### src/rtl/isa_shared_pkg.sv
// isa_shared: sequencer state, trap cause encodings and decoder no-op codes
package isa_shared;
  typedef enum logic [2:0] {S_FETCH, S_DECODE, S_EXEC, S_MEM, S_WB, S_TRAP} seq_state_t;
  typedef enum logic [1:0] {TC_NONE, TC_ILLEGAL, TC_CONFLICT, TC_TIMEOUT} trap_cause_t;
  localparam logic [2:0] ALU_NOP = 3'd0;
  localparam logic [2:0] IMM_NOP = 3'd0;
  function automatic logic is_wait_state(seq_state_t s);
    return s == S_FETCH || s == S_MEM;
  endfunction
endpackage

### src/rtl/ack_timer.sv
// ack_timer: counts consecutive waiting cycles, expired flags the last allowed one
module ack_timer #(
  parameter int LIMIT = 16
) (
  input  logic clk,
  input  logic rst,
  input  logic clear,
  input  logic count,
  output logic expired
);
  localparam int W = LIMIT > 1 ? $clog2(LIMIT) : 1;
  logic [W-1:0] cnt;
  assign expired = cnt == W'(LIMIT - 1);
  always_ff @(posedge clk)
    if (rst || clear) cnt <= '0;
    else if (count && !expired) cnt <= cnt + 1'b1;
endmodule

### src/rtl/core_sequencer.sv
// core_sequencer: multi-cycle fetch/decode/execute/memory/writeback control with fault trapping
module core_sequencer
  import isa_shared::*;
#(
  parameter int DATA_WIDTH  = 32,
  parameter int ACK_TIMEOUT = 16
) (
  input  logic                  clk,
  input  logic                  rst,
  output logic                  imem_req,
  output logic [DATA_WIDTH-1:0] imem_addr,
  input  logic                  imem_ack,
  input  logic [DATA_WIDTH-1:0] imem_rdata,
  output logic [DATA_WIDTH-1:0] instr,
  input  logic [2:0]            alu_op,
  input  logic [2:0]            imm_op,
  input  logic                  mem_read,
  input  logic                  mem_write,
  input  logic                  reg_write,
  output logic                  alu_en,
  output logic                  dmem_req,
  output logic                  dmem_we,
  input  logic                  dmem_ack,
  output logic                  rf_we,
  output logic [DATA_WIDTH-1:0] pc,
  output logic [DATA_WIDTH-1:0] instret,
  output logic                  trap,
  output logic [1:0]            trap_cause
);
  seq_state_t  state, next_state;
  trap_cause_t cause, next_cause;
  logic waiting, ack, expired, retire;
  assign waiting = is_wait_state(state);
  assign ack = (state == S_FETCH && imem_ack) || (state == S_MEM && dmem_ack);
  // an ack on the expiring cycle clears the timer instead of trapping
  ack_timer #(.LIMIT(ACK_TIMEOUT)) u_timer (
    .clk(clk),
    .rst(rst),
    .clear(!waiting || ack),
    .count(waiting && !ack),
    .expired(expired)
  );
  assign imem_req   = state == S_FETCH;
  assign imem_addr  = pc;
  assign alu_en     = state == S_EXEC;
  assign dmem_req   = state == S_MEM;
  assign dmem_we    = dmem_req && mem_write;
  assign rf_we      = state == S_WB;
  assign trap       = state == S_TRAP;
  assign trap_cause = cause;
  always_comb begin
    next_state = state;
    next_cause = cause;
    retire     = 1'b0;
    case (state)
      S_FETCH: begin
        next_state = imem_ack ? S_DECODE : expired ? S_TRAP : S_FETCH;
        next_cause = !imem_ack && expired ? TC_TIMEOUT : cause;
      end
      S_DECODE: begin
        next_state = (alu_op == ALU_NOP && imm_op == IMM_NOP) || (mem_read && mem_write) ? S_TRAP : S_EXEC;
        next_cause = alu_op == ALU_NOP && imm_op == IMM_NOP ? TC_ILLEGAL :
                     mem_read && mem_write ? TC_CONFLICT : cause;
      end
      S_EXEC: begin
        next_state = mem_read || mem_write ? S_MEM : reg_write ? S_WB : S_FETCH;
        retire     = !(mem_read || mem_write || reg_write);
      end
      S_MEM: begin
        next_state = dmem_ack ? (mem_read ? S_WB : S_FETCH) : expired ? S_TRAP : S_MEM;
        next_cause = !dmem_ack && expired ? TC_TIMEOUT : cause;
        retire     = dmem_ack && !mem_read;
      end
      S_WB: begin
        next_state = S_FETCH;
        retire     = 1'b1;
      end
      S_TRAP: next_state = S_TRAP;
      default: next_state = S_FETCH;
    endcase
  end
  always_ff @(posedge clk)
    if (rst) begin
      state   <= S_FETCH;
      cause   <= TC_NONE;
      pc      <= '0;
      instr   <= '0;
      instret <= '0;
    end else begin
      state <= next_state;
      cause <= next_cause;
      if (state == S_FETCH && imem_ack) instr <= imem_rdata;
      if (retire) begin
        pc      <= pc + DATA_WIDTH'(4);
        instret <= instret + DATA_WIDTH'(1);
      end
    end
endmodule

### config.mk
export PLATFORM = sky130hd
export DESIGN_NAME = core_sequencer
export DESIGN_NICKNAME = d
export VERILOG_FILES = /design/src/rtl/isa_shared_pkg.sv /design/src/rtl/ack_timer.sv /design/src/rtl/core_sequencer.sv
export SDC_FILE = /design/constraint.sdc
export NUM_CORES = 1
export LEC_CHECK = 0
export ABC_AREA = 1
export CORE_ASPECT_RATIO = 0.7
export CORE_MARGIN = 2
export CORE_UTILIZATION = 52
export CTS_BUF_LIST = sky130_fd_sc_hd__clkbuf_4 sky130_fd_sc_hd__clkbuf_8
export DETAILED_ROUTE_END_ITERATION = 7
export GPL_TIMING_DRIVEN = 0
export HOLD_SLACK_MARGIN = 0.08
export PLACE_DENSITY = 0.95
export SYNTH_ARGS = -nofsm -noshare
export SYNTH_HDL_FRONTEND = slang
export SYNTH_SLANG_ARGS = --single-unit
### constraint.sdc
create_clock -name clk -period 4 [get_ports clk]
set_clock_uncertainty 0.05 [all_clocks]
set_input_delay 0.8 -clock clk [delete_from_list [all_inputs] [get_ports clk]]
set_output_delay 0.8 -clock clk [all_outputs]
set_load 0.01 [all_outputs]
* Word level (Yosys, flattened, before mapping)
Index checks and enable logic that the tools add are counted.
** Cells by class
- Add/sub/neg operators :: 3
- $mul :: 0
- Divide/modulo/power cells :: 0
- Magnitude comparators :: 0
- Eq/ne operators :: 9
- Shifts and indexed selects :: 0
- Mux-type cells :: 15
- Bitwise logic cells :: 0
- Reductions and logical operators :: 29
** Operator list (count)
- adder 32 x 1 -> 32 bit (second input constant) :: 1
- adder 32 x 3 -> 32 bit (second input constant) :: 1
- 2-to-1 mux 3 bit :: 8
- one-hot mux 3 bit (5 select lines) :: 1
- logical AND 1 bit :: 10
- zero test 3 bit :: 3
- 2-to-1 mux 2 bit :: 4
- zero test 1 bit :: 7
- logical OR 1 bit :: 7
- == test 3 x 2 -> 1 bit (second input constant) :: 2
- == test 3 bit (second input constant) :: 2
- one-hot mux 2 bit (3 select lines) :: 1
- adder 4 x 1 -> 4 bit (second input constant) :: 1
- == test 4 bit (second input constant) :: 1
- inequality test 2 x 1 -> 1 bit (second input constant) :: 2
- AND reduction 4 bit :: 1
- == test 3 x 1 -> 1 bit (second input constant) :: 1
- inequality test 3 bit (second input constant) :: 1
- one-hot mux 1 bit (3 select lines) :: 1
- nonzero test 3 bit :: 1
** Storage, ports and cells
- Register bits :: 105
- Latch bits :: 0
- RAM bits :: 0
- Memory bits (read-only) :: 0
- Output and inout bits :: 136
- Word-level logic and storage cells :: 62
- Memories :: 0

* Depth between registers and ports, before layout
Gate-level depths: netlist of the first run.
- Depth in word-level cells :: 6
- Gate-level depth with buffers :: 12

* Modules after synthesis
Synthesis of the first run repeated with hierarchy kept, for this count alone.
** Unflattened totals
- Cell total of the unflattened synthesis :: 874
- Area total of the unflattened synthesis :: 5514.0 µm²
** Modules (own cells, without submodules)
- core_sequencer :: times used 1, cells each 845, area an instance 5313.8 µm², seq. area each 1981.9 µm²
- ack_timer :: times used 1, cells each 29, area an instance 200.2 µm², seq. area each 80.1 µm²

* Worst setup path before layout of the first run
OpenSTA, ideal clock, no wires.
- Path kind :: input-to-output
- Start :: in mem_write
- End :: out dmem_we
- Data arrival time :: 1003 ps
- Required time :: 3150 ps
- Path slack :: 2147 ps
- Cell stages on the path :: 2
- Buffers on the path :: 0
- Cells stage by stage :: inv_1 -> nor2_1
** On the way
- Longest elaborated chain between the ends :: 1
** Ends and longest elaborated chain
- start, declared :: line core_sequencer.sv:18 : input logic mem_write,
- logical AND 1 bit :: line core_sequencer.sv:47 : assign dmem_we = dmem_req && mem_write;
- end, declared :: line core_sequencer.sv:22 : output logic dmem_we,
No other way between the ends.

* Worst setup path in the final report of the first run
- Start :: reg state[1]
- End :: out imem_req
** On the way
- Longest elaborated chain between the ends :: 1
** Ends and longest elaborated chain
- start, declared :: line core_sequencer.sv:30 : seq_state_t state, next_state;
- start signal, assigned :: line core_sequencer.sv:90 : state <= next_state;
- zero test 3 bit :: line core_sequencer.sv:43 : assign imem_req = state == S_FETCH;
- end, declared :: line core_sequencer.sv:10 : output logic imem_req,
No other way between the ends.

==> results of run 1 <==
[kinds of logic (layout without fill, tap and decap cells)]
family	after synthesis	in the layout	share of synthesized area [%]
compound gates	81	81	7.73
xor+xnor	1	1	0.159
fa+ha+maj	3	3	0.682
buf+inv	152	342	13.4
flops	103	103	37.5
other cells	1	4	0.0682
simple gates	536	536	40.5
[per-stage QoR]
step                      setup WS [ns]  hold slack [ns]  utilization (%)  total power [W]  std cells
after floorplan                    2.15            0.415                -          0.00130        880
after global placement             1.17            0.390             71.9          0.00147       1186
after detailed placement           1.16            0.396             71.9          0.00148       1186
after CTS                          1.02            0.411             73.9          0.00215       1202
after global routing              0.844            0.425             73.9          0.00224       1202
final                              1.01            0.404             73.9          0.00215       1202
[critical path: stages (launching register included)]
cell and delay (ns):
dfxtp_1 0.38, nor2_1 0.15, nand2_1 0.09, inv_2 0.15
clkbuf_1 0.36, clkdlybuf4s50_1 0.62
[power breakdown]
| group | leakage, nW | switching [W] | total (W) | internal (W) |
|---|---|---|---|---|
| Sequential | 0.836 | 0.0000279 | 0.00109 | 0.00107 |
| Combinational | 2.12 | 0.000203 | 0.000369 | 0.000166 |
| Clock | 0.0912 | 0.000383 | 0.000691 | 0.000308 |
[sequential cells by signal, summed over array words and instances, names as in the netlist]
name,cells
instr,32
instret,32
imem_addr,30
u_timer.cnt,4
state,3
trap_cause,2
[layer usage]
layer / up-vias / routed length (um) / track usage (%)
li1: 3118 / - / -
met4: 0 / 250 / 7.69
met5: - / 0 / 0
met2: 307 / 7530 / 46.6
met3: 31 / 1470 / 7.14
met1: 2871 / 7790 / 41.5
[final timing paths]
| check | end | cells after the start | startpoint |
|---|---|---|---|
| setup reg to reg | instret[14] | 10 | instret[0] |
| hold reg to reg | trap_cause[1] | 2 | trap_cause[1] |
| setup / recovery | imem_req | 5 | state[1] |
| hold / removal | trap_cause[1] | 2 | trap_cause[1] |
[final cells by class]
type / count / area [sq um]
well taps: 132 / 165
inverters: 86 / 323
fillers: 827 / 2690
plain buffers: 66 / 413
clock buffers: 10 / 138
flip-flops and latches: 103 / 2060
repair buffers: 174 / 1740
multi-input cells: 625 / 2720
clock inverters: 6 / 68.8
[layout by cell type (no fill, tap or decap), types with 5 or more instances in the layout]
master / n
clkdlybuf4s50_1: 174
dfxtp_1: 103
o21ai_0: 13
buf_4: 37
nand2_1: 223
buf_2: 9
a21o_1: 5
nand3_1: 88
inv_1: 83
clkbuf_1: 18
nor2_1: 181
clkbuf_8: 10
nor3_1: 10
a21oi_1: 58
nand4_1: 24
==> impl_metrics.yaml, run 1 <==
cells_and_area:
  fin_nets: 1113
  diodes: 0
  area_delta_synth_final_pct: 38.6
  final_area_sq_um: 7630
  drive_above_1_share_pct: 6.92
sta:
  layout_worst_path_cycle_share_pct: 74.8
  rsz0062_at_grt: "false"
  tightest_slew_ns: 0.714
  drv_slew: 0
  fin_tns_setup_ns: 0
  fmax_mhz: 334
  finalHoldViolCount: 0
  relSlewSlack_pct: 52.4
  min_period_ns: 2.99
  setup_viol: 0
die:
  coreArea_sq_um: 10300
  die_x_um: 127
  core.rowCount: 31
  io_pins: 181
  fp.dieH_um: 90.1
  start_util_pct: 53.3
  dieArea_sq_um: 11400
worst_setup_path:
  worstSetupPathType: "reg2out"
  critPathRequiredTime_ns: 3.15
  cp_max_fo: 10
  start_kind: "register"
  cp.arrival_ns: 2.14
  r2r_slack_ns: 1.94
  worstSetupEndpointType: "primary output"
yosys:
  async_reset_ff_share_pct: 0
  synth-edff-count: 0
  synth.most_common_cell: "nand2_1"
  ys.flop_type: "dfxtp_1"
  netlist.area_leader.share_pct: 37.5
  syn-cell-area_sq_um: 5500
  syn_avg_cell_area_sq_um: 6.27
  yosysSeqAreaShare_pct: 37.5
  syn_inst: 877
  synth-seq-cells: 103
  ys_warn_count: 0
  synth_cell_types: 27
  synth_area_leaders: "dfxtp_1 37%, nand2_1 15%, nor2_1 12%"
  synth_common_cells: "223 x nand2_1, 181 x nor2_1, 103 x dfxtp_1"
  yosys.area.top_type: "dfxtp_1"
clock_tree:
  h-tree-depth: 3
  cts_resized: 0
  clock-sinks: 103
  clk_root_buffer_cell: "clkbuf_8"
  postCtsSetupBuffers: 0
  hold_buffers: 0
  cts_buffer_depth: 2
  insertion_delay_ns: 0.39
  cts_tree: "done"
  clk_pin_slew_ns: 0.09
  cts_buffers: 9
global_routing:
  grt_max_degree: 18
  antenna_found_initial: 0
  grt_pass1_wl_um: 27900
  first_global_vias: 5767
  grt_usage_pct: 29.8
  overflow: 0
status:
  outcome: "complete, no violations"
power:
  powerDensity_nw_per_um2: 282
  peakVddDrop_mv: 0.181
  p_leak_nw: 3.05
min_path:
  hold_path.class: "reg2reg"
placed_design:
  io_buffers: 174
  place_hpwl_um: 13100
  gp_congestion: 0.955
  placed_area_sq_um: 7420
job:
  maxCapViolCount: 0
drt:
  vias_per_cell: 5.26
  final_antenna_net_count: 0
  drt_iter0_markers: 631
  vias: 6327
  first_pass_iters: 6
  post-route-drc-count: 0
  wl_um: 17000
  post_drt_wl_per_cell_um: 14.2
Power figures use the tool's default switching activity.
==> run 2: changes to the inputs <==
--- a/config.mk
+++ b/config.mk
@@ -8,12 +8,12 @@
 export ABC_AREA = 1
 export CORE_ASPECT_RATIO = 0.7
 export CORE_MARGIN = 2
-export CORE_UTILIZATION = 52
+export CORE_UTILIZATION = 48
 export CTS_BUF_LIST = sky130_fd_sc_hd__clkbuf_4 sky130_fd_sc_hd__clkbuf_8
 export DETAILED_ROUTE_END_ITERATION = 7
 export GPL_TIMING_DRIVEN = 0
 export HOLD_SLACK_MARGIN = 0.08
-export PLACE_DENSITY = 0.95
+export PLACE_DENSITY = 0.94
 export SYNTH_ARGS = -nofsm -noshare
 export SYNTH_HDL_FRONTEND = slang
 export SYNTH_SLANG_ARGS = --single-unit
==> constraint.sdc (replaced) <==
create_clock -name clk -period 3.07 [get_ports clk]
set_clock_uncertainty 0.05 [all_clocks]
set_input_delay 0.614 -clock clk [delete_from_list [all_inputs] [get_ports clk]]
set_output_delay 0.614 -clock clk [all_outputs]
set_load 0.01 [all_outputs]
==> run 2 against run 1 <==
Compared with the run above: via count shrank 0.95%; non-clock buffer count unchanged; clock-buffer cell count up 1; setup slack worse by 0.77 ns; critical endpoint unchanged; wire length rose by 1.1%; total power grew 36%; die area up 8.0%.
==> impl_metrics.yaml, run 2 (synthesis gave the netlist of run 1 again) <==
cells_and_area:
  drive_above_1_share_pct: 6.83
  layout_common_cells: "223 x nand2_1, 181 x nor2_1, 174 x clkdlybuf4s50_1"
  fillers: 953
  layout_commonest_cell: "nand2_1"
  diodes: 0
  fin_nets: 1113
  area_delta_synth_final_pct: 39.6
worst_setup_path:
  cp-startpoint: "state[1]"
  worstPathCellList: "nor2_1 > nand2_1 > inv_2 > clkbuf_1 > clkdlybuf4s50_1"
  r2r_slack_ns: 1.02
  worstSetupEndpointType: "primary output"
  start_kind: "register"
  r2r-start: "instret[0]"
  r2r_cells: 10
  r2r-end: "instret[14]"
  worst-path-buf-inv: 3
  cp.arrival_ns: 2.16
  max_stage_delay_ns: 0.62
  cpLargestDelayFamily: "buffers and inverters"
  crit_slowest_cell: "clkdlybuf4s50_1"
  critPathRequiredTime_ns: 2.41
  worstSetupPathType: "reg2out"
  cp_max_fo: 10
placed_design:
  place_hpwl_um: 13000
  gp_congestion: 0.975
  io_buffers: 174
  place_ws_ns: 0.561
sta:
  fin_tns_setup_ns: 0
  tightest_slew_ns: 0.701
  rsz0062_at_grt: "false"
  finalHoldViolCount: 0
  setup_ws_ns: 0.244
  relSlewSlack_pct: 53.3
  layout_worst_path_cycle_share_pct: 92.1
  drv_slew: 0
  fmax_mhz: 354
  min_period_ns: 2.83
  setup_viol: 0
drt:
  post-route-drc-count: 0
  post_drt_wl_per_cell_um: 14.1
  first_pass_iters: 5
  drt_iter0_markers: 588
  wl_um: 17200
  vias_per_cell: 5.13
  final_antenna_net_count: 0
  vias: 6267
clock_tree:
  cts_tree: "done"
  cts_resized: 0
  postCtsSetupBuffers: 0
  clk_pin_slew_ns: 0.10
  cts_buffers: 9
  hold_buffers: 0
  clock-sinks: 103
  h-tree-depth: 3
  cts_buffer_depth: 2
  clk_root_buffer_cell: "clkbuf_8"
  insertion_delay_ns: 0.38
global_routing:
  overflow: 0
  grt_pass1_wl_um: 28800
  grt_max_degree: 16
  antenna_found_initial: 0
  grt_usage_pct: 28.7
  first_global_vias: 5988
min_path:
  hold_path.class: "reg2reg"
  hold_path_depth: 2
  min_from: "trap_cause[1]"
  min_to: "trap_cause[1]"
die:
  die_x_um: 132
  fp.dieH_um: 93.6
  coreArea_sq_um: 11100
  start_util_pct: 49.6
  io_pins: 181
  core.rowCount: 32
  dieArea_sq_um: 12300
power:
  peakVddDrop_mv: 0.247
  powerDensity_nw_per_um2: 380
  p_leak_nw: 3.08
job:
  maxCapViolCount: 0
status:
  outcome: "complete, no violations"
## run 2: changes by cell type in the layout (fill, tap and decap cells not counted)
cell / before / now
inv_6: 1 / 0
clkbuf_4: 0 / 2
clkinvlp_4: 4 / 0
clkinv_2: 0 / 1
clkbuf_8: 10 / 9
bufinv_16: 1 / 3
## run 2: worst max-delay path by stage
| stage | end | cells past startpoint |
|---|---|---|
| detailed placement | dmem_we | 4 |
| finish | imem_req | 5 |
| CTS | imem_req | 5 |
| global route | imem_req | 5 |
| global placement | dmem_we | 4 |
| floorplan | instret[14] | 10 |
## run 2: stage by stage
stage | hold slack (ns) | std cells | power (W) | utilization [%] | instance area [sq um]
2_1_floorplan | 0.415 | 880 | 0.00169 | - | 5510
4_1_cts | 0.406 | 1222 | 0.00293 | 69.2 | 7680
3_3_place_gp | 0.388 | 1207 | 0.00191 | 67.1 | 7450
5_1_grt | 0.426 | 1222 | 0.00304 | 69.2 | 7680
3_5_place_dp | 0.391 | 1207 | 0.00193 | 67.1 | 7450
6_report | 0.402 | 1222 | 0.00292 | 69.2 | 7680
## run 2: power breakdown
group	switching, W	leakage [nW]	internal [W]	total [W]
registers	0.0000369	0.836	0.00139	0.00142
logic	0.000265	2.12	0.000216	0.000480
clock network	0.000459	0.120	0.000555	0.00101
## run 2: cell type report
type	count	area, sq um	share of cell area [%]
clock inverter	4	95.1	1.24
inverter	86	323	4.20
clock buffer	11	139	1.81
multi-input combinational	625	2720	35.4
buffer	66	413	5.38
timing repair buffer	174	1740	22.7
sequential	103	2060	26.8
tap	153	191	2.49
## run 2: worst reg2reg max path: cells and delay by family (launching register included)
kind	cells	cell delay (ns)
buf+inv	2	0.29
simple gates	7	0.95
fa+ha+maj	1	0.23
flops	1	0.44
## run 2: metal layers
layer / GRT usage, % / vias to the layer above / wire [um]
met5: 0 / - / 0
met2: 45.9 / 280 / 7480
met4: 10.7 / 0 / 473
li1: - / 3112 / -
met3: 6.83 / 41 / 1430
met1: 38.0 / 2834 / 7850
==> run 3: changes to the inputs <==
--- a/config.mk
+++ b/config.mk
@@ -11,6 +11,7 @@
 export CORE_UTILIZATION = 48
 export CTS_BUF_LIST = sky130_fd_sc_hd__clkbuf_4 sky130_fd_sc_hd__clkbuf_8
 export DETAILED_ROUTE_END_ITERATION = 7
+export GPL_ROUTABILITY_DRIVEN = 0
 export GPL_TIMING_DRIVEN = 0
 export HOLD_SLACK_MARGIN = 0.08
 export PLACE_DENSITY = 0.94
==> constraint.sdc (replaced) <==
create_clock -name clk -period 3.07 [get_ports clk]
set_clock_uncertainty 0.05 [all_clocks]
set_input_delay 0.4605 -clock clk [delete_from_list [all_inputs] [get_ports clk]]
set_output_delay 0.4605 -clock clk [all_outputs]
set_load 0.01 [all_outputs]
==> run 3 against run 2 <==
Compared with the run above: hold slack better by 0.012 ns; setup slack better by 0.14 ns; critical endpoint unchanged; combinational power hardly changed; die area unchanged; sequential share of layout area is essentially flat; sequential power hardly changed; via count grew 2.3%; non-clock buffer count is the same; total power fell by 0.71%; register-to-register slack got worse by 0.02 ns.
==> impl_metrics.yaml, run 3 (synthesis gave the netlist of run 1 again) <==
worst_setup_path:
  crit_slowest_cell: "clkdlybuf4s50_1"
  cpLargestDelayFamily: "buffers and inverters"
  worstSetupPathType: "reg2out"
  cp_max_fo: 10
  cp.arrival_ns: 2.18
  max_stage_delay_ns: 0.62
  start_kind: "register"
  critPathRequiredTime_ns: 2.56
  worstPathCellList: "nor2_1 > nand2_1 > inv_2 > clkbuf_1 > clkdlybuf4s50_1"
  cp-startpoint: "state[1]"
  worst-path-buf-inv: 3
  r2r-start: "imem_addr[2]"
  worstSetupEndpointType: "primary output"
clock_tree:
  postCtsSetupBuffers: 0
  clock-sinks: 103
  clk_pin_slew_ns: 0.09
  clk_root_buffer_cell: "clkbuf_8"
  cts_buffer_depth: 2
  cts_resized: 0
  insertion_delay_ns: 0.38
  hold_buffers: 0
  cts_buffers: 9
  h-tree-depth: 3
  cts_tree: "done"
sta:
  finalHoldViolCount: 0
  relSlewSlack_pct: 54.9
  layout_worst_path_cycle_share_pct: 87.6
  fin_hold_ws_ns: 0.413
  fin_tns_setup_ns: 0
  min_period_ns: 2.69
  rsz0062_at_grt: "false"
  fmax_mhz: 372
  setup_viol: 0
  drv_slew: 0
  tightest_slew_ns: 0.677
die:
  die_x_um: 132
  start_util_pct: 49.6
  coreArea_sq_um: 11100
  io_pins: 181
  fp.dieH_um: 93.6
  core.rowCount: 32
  dieArea_sq_um: 12300
drt:
  drt_iter0_markers: 615
  wl_met2_um: 7610
  vias: 6413
  wl_um: 17400
  post-route-drc-count: 0
  vias_per_cell: 5.24
  met3_length_um: 1610
  post_drt_wl_per_cell_um: 14.3
  routed.top_layer: "met4"
  first_pass_iters: 6
  final_antenna_net_count: 0
  wl_met1_um: 7830
cells_and_area:
  fillers: 940
  drive_above_1_share_pct: 6.92
  layout_commonest_cell: "nand2_1"
  multiInputGateArea_sq_um: 2720
  utilization_pct: 69.2
  layout_common_cells: "223 x nand2_1, 181 x nor2_1, 174 x clkdlybuf4s50_1"
  seq_area_sq_um: 2060
  area_delta_synth_final_pct: 39.5
  finalNonFillerCells: 1223
  fin_nets: 1113
  diodes: 0
global_routing:
  first_global_vias: 5975
  overflow: 0
  grt_pass1_wl_um: 28300
  grt_max_degree: 16
  antenna_found_initial: 0
  grt_usage_pct: 28.2
power:
  clkPwrFrac_pct: 34.2
  pwr-share-comb_pct: 16.7
  powerDensity_nw_per_um2: 377
  switchingPower_w: 0.000772
  peakVddDrop_mv: 0.230
  p_leak_nw: 3.08
  p_int_w: 0.00213
  p_seq_share_pct: 49.2
  power.total_w: 0.00290
  swShare_pct: 26.7
min_path:
  min_from: "instr[16]"
  hold_path.class: "reg2reg"
placed_design:
  dp_cells: 1207
  place_hpwl_um: 13000
  io_buffers: 174
job:
  maxCapViolCount: 0
status:
  outcome: "complete, no violations"
## run 3: cell count changes in the layout (fill, tap and decap cells not counted)
cell | previous run | this run
clkbuf_8 | 9 | 11
bufinv_16 | 3 | 2
## run 3: layout make-up
type                            count  share of cell area, %
Buffer                             66                   5.38
Clock buffer                       13                   2.17
Clock inverter                      3                  0.847
Inverter                           86                   4.20
Multi-Input combinational cell    625                   35.4
Sequential cell                   103                   26.9
Tap cell                          153                   2.49
Timing Repair Buffer              174                   22.7
## run 3: final timing paths
check | slack [ns] | endpoint | depth (start not counted)
setup / recovery | 0.38 | imem_req | 5
hold / removal | 0.41 | instr[16] | 2
setup reg to reg | 1.00 | imem_addr[30] | 9
hold reg to reg | 0.41 | instr[16] | 2
## run 3: worst min-delay path, stage by stage, from the launching register on
cell     delay, ns
dfxtp_1       0.32
nand2_1       0.06
a21oi_1       0.05
## run 3: routing by layer
metal,vias to the layer above,global-route usage [%]
met5,-,0
met4,0,8.97
met3,48,7.05
met2,315,45.1
met1,2935,37.4
li1,3115,-
## run 3: power by group through the flow
| stage | clock (W) | sequential, W | combinational [W] |
|---|---|---|---|
| final | 0.000991 | 0.00142 | 0.000483 |
| after global routing | 0.00105 | 0.00143 | 0.000519 |
| after CTS | 0.000997 | 0.00142 | 0.000477 |
| after detailed placement | 0 | 0.00145 | 0.000473 |
| after global placement | 0 | 0.00145 | 0.000462 |
| after floorplan | 0 | 0.00147 | 0.000222 |
## run 3: metrics by stage
stage	worst slack, ns	area [sq um]
4_1_cts	0.402	7680
2_1_floorplan	1.39	5510
6_report	0.380	7680
3_5_place_dp	0.840	7450
3_3_place_gp	0.855	7450
5_1_grt	0.244	7680
